`src/rtl/lcd_timing_pkg.sv`:
```
// Timing constants and helpers for the parallel RGB LCD timing generator.
// Standard panel timing sets plus derived total/active-start arithmetic.
package lcd_timing_pkg;

    localparam int CNT_W   = 11;
    localparam int CNT_MAX = (1 << CNT_W) - 1;

    typedef struct packed {
        logic [CNT_W-1:0] sync;
        logic [CNT_W-1:0] back;
        logic [CNT_W-1:0] disp;
        logic [CNT_W-1:0] front;
    } lcd_axis_t;

    typedef struct packed {
        lcd_axis_t h;
        lcd_axis_t v;
    } lcd_timing_t;

    localparam lcd_timing_t LCD_480X272 = '{
        h: '{sync: 11'd41,  back: 11'd2,   disp: 11'd480,  front: 11'd2},
        v: '{sync: 11'd10,  back: 11'd2,   disp: 11'd272,  front: 11'd2}
    };

    localparam lcd_timing_t LCD_800X480 = '{
        h: '{sync: 11'd128, back: 11'd88,  disp: 11'd800,  front: 11'd40},
        v: '{sync: 11'd2,   back: 11'd33,  disp: 11'd480,  front: 11'd10}
    };

    localparam lcd_timing_t LCD_1024X600 = '{
        h: '{sync: 11'd20,  back: 11'd140, disp: 11'd1024, front: 11'd160},
        v: '{sync: 11'd3,   back: 11'd20,  disp: 11'd600,  front: 11'd12}
    };

    // Computed in int so an oversized parameter set cannot silently wrap.
    function automatic int axis_total(input int s, input int b,
                                      input int d, input int f);
        return s + b + d + f;
    endfunction

    function automatic int axis_start(input int s, input int b);
        return s + b;
    endfunction

    function automatic int timing_h_total(input lcd_timing_t t);
        return axis_total(int'(t.h.sync), int'(t.h.back),
                          int'(t.h.disp), int'(t.h.front));
    endfunction

    function automatic int timing_v_total(input lcd_timing_t t);
        return axis_total(int'(t.v.sync), int'(t.v.back),
                          int'(t.v.disp), int'(t.v.front));
    endfunction

endpackage

```
`src/rtl/lcd_sync_counter.sv`:
```
// One timing axis: wrapping counter with sync, active and
// request-window decodes; the request window may lead active by LEAD.
module lcd_sync_counter
    import lcd_timing_pkg::*;
#(
    parameter int   TOTAL    = 15,
    parameter int   SYNC     = 2,
    parameter int   START    = 5,
    parameter int   DISP     = 8,
    parameter int   LEAD     = 0,
    parameter logic SYNC_POL = 1'b0
) (
    input  logic             clk,
    input  logic             rst_n,
    input  logic             i_en,
    output logic [CNT_W-1:0] o_cnt,
    output logic             o_wrap,
    output logic             o_sync,
    output logic             o_act,
    output logic             o_req,
    output logic [CNT_W-1:0] o_pos
);

    localparam logic [CNT_W-1:0] L_LAST   = CNT_W'(TOTAL - 1);
    localparam logic [CNT_W-1:0] L_SYNC   = CNT_W'(SYNC);
    localparam logic [CNT_W-1:0] L_ACT_LO = CNT_W'(START);
    localparam logic [CNT_W-1:0] L_ACT_HI = CNT_W'(START + DISP);
    localparam logic [CNT_W-1:0] L_REQ_LO = CNT_W'(START - LEAD);
    localparam logic [CNT_W-1:0] L_REQ_HI = CNT_W'(START + DISP - LEAD);

    logic [CNT_W-1:0] r_cnt;
    logic             w_at_last;

    assign w_at_last = (r_cnt == L_LAST);
    assign o_wrap    = i_en && w_at_last;

    always_ff @(posedge clk or negedge rst_n) begin
        if (!rst_n) begin
            r_cnt <= '0;
        end else if (i_en) begin
            r_cnt <= w_at_last ? '0 : r_cnt + 1'b1;
        end
    end

    assign o_cnt  = r_cnt;
    assign o_sync = (r_cnt < L_SYNC) ? SYNC_POL : ~SYNC_POL;
    assign o_act  = (r_cnt >= L_ACT_LO) && (r_cnt < L_ACT_HI);
    assign o_req  = (r_cnt >= L_REQ_LO) && (r_cnt < L_REQ_HI);
    assign o_pos  = o_req ? (r_cnt - L_REQ_LO) : '0;

endmodule

```
`src/rtl/lcd_driver.sv`:
```
// RGB LCD timing generator: HS/VS/DE, look-ahead pixel request
// coordinates, and pixel sink driving the panel data bus.
module lcd_driver
    import lcd_timing_pkg::*;
#(
    parameter logic [10:0] H_SYNC   = 11'd41,
    parameter logic [10:0] H_BACK   = 11'd2,
    parameter logic [10:0] H_DISP   = 11'd480,
    parameter logic [10:0] H_FRONT  = 11'd2,
    parameter logic [10:0] V_SYNC   = 11'd10,
    parameter logic [10:0] V_BACK   = 11'd2,
    parameter logic [10:0] V_DISP   = 11'd272,
    parameter logic [10:0] V_FRONT  = 11'd2,
    parameter logic        SYNC_POL = 1'b0,
    parameter int          WIDTH    = 24
) (
    input  logic             lcd_pclk,
    input  logic             rst_n,
    input  logic [WIDTH-1:0] pixel_data,
    output logic [10:0]      pixel_xpos,
    output logic [10:0]      pixel_ypos,
    output logic [10:0]      h_disp,
    output logic [10:0]      v_disp,
    output logic             lcd_hs,
    output logic             lcd_vs,
    output logic             lcd_de,
    output logic [WIDTH-1:0] lcd_rgb,
    output logic             lcd_bl,
    output logic             frame_start
);

    localparam int H_TOTAL = axis_total(int'(H_SYNC), int'(H_BACK),
                                        int'(H_DISP), int'(H_FRONT));
    localparam int V_TOTAL = axis_total(int'(V_SYNC), int'(V_BACK),
                                        int'(V_DISP), int'(V_FRONT));
    localparam int HA      = axis_start(int'(H_SYNC), int'(H_BACK));
    localparam int VA      = axis_start(int'(V_SYNC), int'(V_BACK));

    if (H_TOTAL > CNT_MAX || V_TOTAL > CNT_MAX) begin : g_bad_total
        $error("lcd_driver: timing totals exceed 11-bit counter range");
    end
    if (HA < 1) begin : g_bad_ha
        $error("lcd_driver: H_SYNC+H_BACK must be at least 1");
    end

    logic [CNT_W-1:0] w_h_cnt;
    logic [CNT_W-1:0] w_v_cnt;
    logic             w_h_wrap;
    logic             w_v_wrap;
    logic             w_h_sync;
    logic             w_v_sync;
    logic             w_h_act;
    logic             w_v_act;
    logic             w_h_req;
    logic             w_v_req;
    logic [CNT_W-1:0] w_h_pos;
    logic [CNT_W-1:0] w_v_pos;
    logic             w_data_req;
    logic             w_de;

    // Horizontal request window leads DE by one pclk for lcd_display's latency.
    lcd_sync_counter #(
        .TOTAL    (H_TOTAL),
        .SYNC     (int'(H_SYNC)),
        .START    (HA),
        .DISP     (int'(H_DISP)),
        .LEAD     (1),
        .SYNC_POL (SYNC_POL)
    ) u_h_cnt (
        .clk    (lcd_pclk),
        .rst_n  (rst_n),
        .i_en   (1'b1),
        .o_cnt  (w_h_cnt),
        .o_wrap (w_h_wrap),
        .o_sync (w_h_sync),
        .o_act  (w_h_act),
        .o_req  (w_h_req),
        .o_pos  (w_h_pos)
    );

    lcd_sync_counter #(
        .TOTAL    (V_TOTAL),
        .SYNC     (int'(V_SYNC)),
        .START    (VA),
        .DISP     (int'(V_DISP)),
        .LEAD     (0),
        .SYNC_POL (SYNC_POL)
    ) u_v_cnt (
        .clk    (lcd_pclk),
        .rst_n  (rst_n),
        .i_en   (w_h_wrap),
        .o_cnt  (w_v_cnt),
        .o_wrap (w_v_wrap),
        .o_sync (w_v_sync),
        .o_act  (w_v_act),
        .o_req  (w_v_req),
        .o_pos  (w_v_pos)
    );

    assign w_data_req = w_v_act && w_h_req;
    assign w_de       = w_v_act && w_h_act;

    // Outputs are gated by rst_n so reset values appear without a clock.
    assign lcd_hs      = rst_n ? w_h_sync : ~SYNC_POL;
    assign lcd_vs      = rst_n ? w_v_sync : ~SYNC_POL;
    assign lcd_de      = rst_n && w_de;
    assign lcd_bl      = rst_n;
    assign frame_start = rst_n && (w_h_cnt == '0) && (w_v_cnt == '0);
    assign pixel_xpos  = (rst_n && w_data_req) ? w_h_pos : '0;
    assign pixel_ypos  = (rst_n && w_v_req) ? w_v_pos : '0;
    assign lcd_rgb     = lcd_de ? pixel_data : '0;

    assign h_disp = H_DISP;
    assign v_disp = V_DISP;

endmodule

```
`config.mk`:
```
export PLATFORM = sky130hd
export DESIGN_NAME = lcd_driver
export DESIGN_NICKNAME = d
export VERILOG_FILES = /design/src/rtl/lcd_timing_pkg.sv /design/src/rtl/lcd_sync_counter.sv /design/src/rtl/lcd_driver.sv
export SDC_FILE = /design/constraint.sdc
export NUM_CORES = 1
export LEC_CHECK = 0
export ABC_AREA = 1
export BUFFER_PORTS_ARGS = -buffer_cell sky130_fd_sc_hd__buf_2
export CORE_ASPECT_RATIO = 1.2
export CORE_UTILIZATION = 50
export CTS_CLUSTER_DIAMETER = 40
export DETAILED_ROUTE_END_ITERATION = 10
export PLACE_DENSITY = 0.81
export SYNTH_ARGS = -nofsm -noshare
export SYNTH_HDL_FRONTEND = slang
export SYNTH_SLANG_ARGS = --single-unit
```
`constraint.sdc`:
```
create_clock -name lcd_pclk -period 2.4 [get_ports lcd_pclk]
set_input_delay 0.48 -clock lcd_pclk [delete_from_list [all_inputs] [get_ports lcd_pclk]]
set_output_delay 0.48 -clock lcd_pclk [all_outputs]
set_load 0.01 [all_outputs]
```
==> flow_metrics.tcl, run 1 <==
set metrics [dict create \
    grt_max_degree 26 \
    syn_area_um2 2648 \
    path_max_fanout 8 \
    vias 2839 \
    power_density_nw_per_um2 227.9 \
    period_share 1.002 \
    fin_nets 521 \
    fin_ws_ps -3.881 \
    io_buffers 76 \
    seq_area_um2 568.0 \
    antenna_found_initial 0 \
    p_sw_frac 0.2363 \
    cts_sinks 22 \
    finalCriticalPeriod_ps 2404 \
    final_area_um2 3531 \
    place_hpwl_mm 4.948 \
    wirelength_mm 7.792 \
    cp-start-kind "register" \
    critPathArrivalTime_ps 1920 \
    die_area_um2 5591 \
    dieHeight_um 81.71 \
    ys_seq_elements 22 \
    drive_above_1_share 0.4596 \
    multiInputGateArea_um2 1841 \
    post_synth_num_cell_types 34 \
    num_rows 28 \
    die_w_um 68.43 \
    layout_common_cells "buf_2, nand2_1, inv_1" \
    grt_first_pass_wirelength_mm 10.32 \
    synth_seq_area_share 0.2079 \
    hold_viol 0 \
    pwr-share-clk 0.459 \
    cp-end-kind "primary output" \
    fmaxAchievable_mhz 416.0 \
    cts_made_buffers 3 \
    p_comb_frac 0.081 \
    htreeDepth 1 \
    n_antenna_cell 0 \
    p_switching_uw 190.2 \
    crit_type "reg -> out" \
    violations "negative setup slack" \
    place.gp.congestion 0.9471 \
    peakVddDrop_uv 217.8 \
    firstDrtPassIters 5 \
    p_seq_frac 0.460 \
    internal_power_uw 614.7 \
    fillCellCount 365 \
    final_max_slew_viol_count 0 \
    wl_per_cell_um 14.35 \
    drtIter0Drc 183 \
    finalSetupViolCount 1 \
    status "complete, but fails checks" \
    grt-ovfl-total 0 \
    initial_utilization 0.5285 \
    max_cap_viol_count 0 \
    cp.required_ps 1920 \
    synth.avg_cell_area_um2 6.859 \
    io_pins 99 \
    clk_latency_ps 280 \
    syn_to_final_growth_pct 33.36 \
    cts.clk_slew.worst_paths_ps 90 \
    rsz0062_at_grt "true" \
    cts_tree "yes" \
    drc_errors 0 \
    antenna_left 0 \
    fin_cells 543 \
    min_path_type "in -> async" \
    core_area_um2 5010 \
    finClkSkew_ps 1.174 \
    grt_use_total 0.2445 \
    via_per_inst 5.228 \
    cts_hold_buf 0 \
    grt_pass1_vias 2293 \
    postSynthCellCount 386 \
    yosysWarnings 0 \
    place_area_um2 2923 \
    cts_root_buf "clkbuf_8" \
    p_leak_uw 0.001900 \
    dp_cells 510 \
    final_common_cell "buf_2" \
    clock_path_buffers 2 \
]
-- registers in the layout (all words and copies together), names as in the netlist --
signal and cells:
u_h_cnt.o_cnt 11, u_v_cnt.o_cnt 11
-- critical path, stage by stage, from the launching register on --
cell       delay [ps]
dfrtp_2           490
nand2_1           190
nand2_1           120
inv_2              70
nand2_1            50
nor2_1            140
nand2_2           120
nand2_8           120
clkbuf_16         160
nor2_1             50
buf_2             130
-- power groups by stage --
stage	Clock (uW)	Sequential, uW	Combinational, uW
after floorplan	0	378	56.7
after global placement	0	378	61.4
after detailed placement	0	378	62.0
after CTS	365	370	63.0
after global routing	379	370	75.2
final	370	370	65.1
-- path summary, 6_finish.rpt --
check,startpoint,to,slack (ps),cells past startpoint
setup reg to reg,u_h_cnt.o_cnt[0]$_DFF_PN0_,u_v_cnt.o_cnt[10]$_DFFE_PN0N_,430,8
max in group asynchronous,rst_n,u_h_cnt.o_cnt[9]$_DFF_PN0_,1900,2
min in group lcd_pclk,u_h_cnt.o_cnt[0]$_DFF_PN0_,u_h_cnt.o_cnt[0]$_DFF_PN0_,560,1
hold reg to reg,u_h_cnt.o_cnt[0]$_DFF_PN0_,u_h_cnt.o_cnt[0]$_DFF_PN0_,560,1
setup / recovery,u_h_cnt.o_cnt[4]$_DFF_PN0_,lcd_de,-4,10
hold / removal,rst_n,u_h_cnt.o_cnt[2]$_DFF_PN0_,230,2
-- Yosys cell counts, drive strengths merged --
| cell | count | area share |
|---|---|---|
| a211oi | 1 | 0.0028 |
| a21boi | 2 | 0.0057 |
| a21oi | 4 | 0.0076 |
| a31oi | 1 | 0.0024 |
| buf | 39 | 0.12 |
| clkinv | 2 | 0.0047 |
| conb | 2 | 0.0028 |
| dfrtp | 22 | 0.21 |
| ha | 11 | 0.052 |
| inv | 65 | 0.092 |
| nand2 | 65 | 0.10 |
| nand3 | 25 | 0.051 |
| nand3b | 2 | 0.0057 |
| nand4 | 5 | 0.012 |
| nor2 | 72 | 0.13 |
| nor3 | 32 | 0.098 |
| nor3b | 1 | 0.0028 |
| o2111ai | 1 | 0.0033 |
| o211ai | 1 | 0.0028 |
| o21ai | 15 | 0.028 |
| xor2 | 18 | 0.060 |
-- metrics by stage --
stage          hold slack [ps]  TNS (ps)  setup WS, ps  power (uW)  utilization
2_1_floorplan            184.4         0         466.2       434.5            -
3_3_place_gp             547.7         0         123.7       439.1       0.5834
3_5_place_dp             548.4         0         94.16       439.7       0.5834
4_1_cts                  247.7         0         10.05       798.5       0.6204
5_1_grt                  258.2     -1073        -78.85       824.5       0.7048
6_report                 232.3    -3.881        -3.881       804.8       0.7048
-- cells by family after synthesis --
family,share of synthesized area
compound gates,0.05293
xor+xnor,0.05955
fa+ha+maj,0.05198
buf+inv,0.2179
flops,0.2079
other cells,0.002837
simple gates,0.4069
-- final cells by class --
class                           count  share of cell area
Inverter                           67             0.07406
Clock inverter                      1            0.008505
Tap cell                           60             0.02126
Sequential cell                    22              0.1609
Multi-Input combinational cell    280              0.5213
Clock buffer                        3             0.01169
Timing Repair Buffer              110              0.2023
-- metal layers --
metal  vias up  part of all wire  track usage
met5         -                 0            0
met4         0             0.042       0.1292
met3        37             0.083      0.02639
met2       173              0.50       0.4206
met1      1290              0.37       0.2924
li1       1339                 -            -
-- timing repair --
item,CTS,global route
endpoints found under the setup margin,36,40
buffers inserted,7,18
gates resized for setup,17,54
pin swaps,5,16
gates cloned,1,3
No activity file was read; power rests on OpenSTA's default activity.
==> run 2: changes to the inputs <==
--- a/config.mk
+++ b/config.mk
@@ -5,13 +5,12 @@
 export SDC_FILE = /design/constraint.sdc
 export NUM_CORES = 1
 export LEC_CHECK = 0
-export ABC_AREA = 1
 export BUFFER_PORTS_ARGS = -buffer_cell sky130_fd_sc_hd__buf_2
 export CORE_ASPECT_RATIO = 1.2
-export CORE_UTILIZATION = 50
+export CORE_UTILIZATION = 49
 export CTS_CLUSTER_DIAMETER = 40
 export DETAILED_ROUTE_END_ITERATION = 10
-export PLACE_DENSITY = 0.81
+export PLACE_DENSITY = 0.82
 export SYNTH_ARGS = -nofsm -noshare
 export SYNTH_HDL_FRONTEND = slang
 export SYNTH_SLANG_ARGS = --single-unit
==> flow_metrics.tcl, run 2 <==
set metrics [dict create \
    rsz0062_at_grt "true" \
    rr_endpoint "u_v_cnt.o_cnt[4]$_DFFE_PN0N_" \
    place_hpwl_mm 4.617 \
    io_pins 99 \
    finalSetupViolCount 37 \
    syn_to_final_growth_pct 48.68 \
    core_area_um2 4561 \
    ff2ff_path_depth 8 \
    cts_tree "yes" \
    place.gp.congestion 0.9233 \
    initial_utilization 0.5078 \
    ys_seq_elements 22 \
    crit_buf_inv 3 \
    io_buffers 76 \
    die_area_um2 5007 \
    fmaxAchievable_mhz 375.2 \
    clk_latency_ps 280 \
    synth_top_area_frac 0.2377 \
    fin_nets 445 \
    grt-ovfl-total 0 \
    wl_per_cell_um 16.68 \
    dieHeight_um 77.31 \
    wirelength_mm 7.758 \
    pre_cts_slack_ps -14.75 \
    syn_area_um2 2316 \
    yosysMostFrequentCell "nor3_1" \
    cp-end-kind "primary output" \
    fillCellCount 311 \
    min_path_type "in -> async" \
    path_max_fanout 6 \
    hold_viol 0 \
    status "complete, but fails checks" \
    pwr-share-clk 0.455 \
    crit_type "reg -> out" \
    final_common_cell "buf_2" \
    synth.cells.most_frequent "nor3_1, nand2_1, nor2_1" \
    critPathArrivalTime_ps 2190 \
    layout_common_cells "buf_2, buf_4, nor3_2, nand2_1, conb_1" \
    final_max_slew_viol_count 0 \
    grt_first_pass_wirelength_mm 10.07 \
    worst_path_max_delay_cell "or4b_4" \
    vias 2681 \
    cts.clk_slew.worst_paths_ps 100 \
    internal_power_uw 620.8 \
    synth.avg_cell_area_um2 7.643 \
    n_antenna_cell 0 \
    post_synth_num_cell_types 55 \
    p_seq_frac 0.452 \
    async_flop_share 1.000 \
    clock_path_buffers 2 \
    p_leak_uw 0.001703 \
    cp.required_ps 1920 \
    fin_ws_ps -265.6 \
    violations "negative setup slack" \
    antenna_found_initial 0 \
    power_density_nw_per_um2 238.0 \
    drc_errors 0 \
    via_per_inst 5.766 \
    firstDrtPassIters 4 \
    synth.area.top_cells "dfrtp_1, nor3_1, buf_4" \
    drtIter0Drc 111 \
    synth_seq_area_share 0.2377 \
    synth_ff_type "dfrtp_1" \
    power.total_uw 819.5 \
    cp-start-kind "register" \
    die_w_um 64.76 \
    timing.rr.start "u_h_cnt.o_cnt[0]$_DFF_PN0_" \
    cts_hold_buf 0 \
    htreeDepth 1 \
    grt_max_degree 27 \
    antenna_left 0 \
    drive_above_1_share 0.5184 \
    seq_area_um2 553.0 \
    postSynthCellCount 303 \
    worst_path_dominant_cell_family "simple AND/OR/NAND/NOR gates" \
    crit_chain "inv_2, ha_4, or4b_4, a21oi_4, o211ai_4, buf_6, nor3_2, buf_2" \
    grt_use_total 0.2549 \
    grt_pass1_vias 2136 \
    peakVddDrop_uv 315.5 \
    p_comb_frac 0.094 \
    cts_root_buf "clkbuf_8" \
    max_cap_viol_count 0 \
    max_stage_delay_ps 480 \
    synth_edf_count 0 \
    period_share 1.111 \
    yosysWarnings 0 \
    yosysTopAreaCell "dfrtp_1" \
    cts_sinks 22 \
    p_sw_frac 0.2424 \
    multiInputGateArea_um2 1881 \
    cts_made_buffers 3 \
    finClkSkew_ps 7.038 \
    worst-r2r-setup-slack_ps 220 \
    finalCriticalPeriod_ps 2666 \
    p_switching_uw 198.7 \
    num_rows 27 \
]
==> run 2: cell types whose count changed in the layout (fill, tap and decap cells not counted), sizes merged, moves of 6 or more <==
cell	change
inv	-54
nor2	-45
nand2	-29
buf	+14
nand3	-13
nor3	+13
xnor2	+13
xor2	-9
o21ai	-8
and3	+6
==> run 2: worst max path at each step <==
stage	from	endpoint	slack (ps)	depth (start not counted)
floorplan	u_h_cnt.o_cnt[2]$_DFF_PN0_	pixel_xpos[5]	-20	7
global route	u_h_cnt.o_cnt[2]$_DFF_PN0_	pixel_xpos[1]	-310	8
finish	u_h_cnt.o_cnt[2]$_DFF_PN0_	pixel_xpos[1]	-270	8
CTS	u_h_cnt.o_cnt[2]$_DFF_PN0_	pixel_xpos[2]	-220	8
detailed placement	u_h_cnt.o_cnt[2]$_DFF_PN0_	pixel_xpos[6]	-10	8
global placement	u_h_cnt.o_cnt[2]$_DFF_PN0_	pixel_xpos[7]	30	8
==> run 2: final cells by class <==
type | count | share of cell area
Sequential cell | 22 | 0.1606
Timing Repair Buffer | 123 | 0.2395
Clock buffer | 3 | 0.01199
Multi-Input combinational cell | 247 | 0.5461
Inverter | 11 | 0.01199
Tap cell | 58 | 0.02108
Clock inverter | 1 | 0.008721
==> run 2: per-stage QoR <==
stage | setup TNS [ps] | cells | hold WS [ps] | util | cell area [um^2]
after global placement | 0 | 443 | 536.2 | 0.6140 | 2800
after CTS | -3921 | 450 | 250.2 | 0.6598 | 3009
after floorplan | -125.6 | 323 | 184.4 | - | 2406
after detailed placement | -50.94 | 443 | 534.9 | 0.6140 | 2800
final | -4901 | 465 | 236.5 | 0.7550 | 3443
after global routing | -7507 | 465 | 248.7 | 0.7550 | 3443
==> run 2: kinds of logic (layout without fill, tap and decap cells) <==
logic type | Yosys count | count (layout) | synth area share
AND/OR/NAND/NOR | 156 | 158 | 0.3641
buffers and inverters | 56 | 138 | 0.1437
AO/OA/AOI/OAI | 31 | 31 | 0.09401
XOR/XNOR | 22 | 22 | 0.08320
flip-flops | 22 | 22 | 0.2377
adder cells (fa/ha/maj) | 11 | 11 | 0.05943
multiplexers | 3 | 3 | 0.01459
other | 2 | 22 | 0.003243
==> run 2: per-layer routing <==
metal	global-route usage	up-vias	routed length [um]
li1	-	1208	-
met1	0.3269	1287	2904
met2	0.4500	169	4092
met3	0.01339	17	555
met4	0.07556	0	205
met5	0	-	0
==> run 2: timing repair <==
item / 4_1_cts / 5_1_grt
gates cloned: 1 / 4
pin swaps: 10 / 28
gates resized for setup: 24 / 78
setup buffers: 2 / 13
setup endpoints to repair: 47 / 47
==> run 2: power groups by stage <==
stage | clock network (uW) | registers, uW | logic [uW]
after floorplan | 0 | 378 | 54.6
after global placement | 0 | 378 | 59.5
after detailed placement | 0 | 378 | 60.2
after CTS | 363 | 370 | 61.9
after global routing | 384 | 370 | 84.1
final | 373 | 370 | 76.7
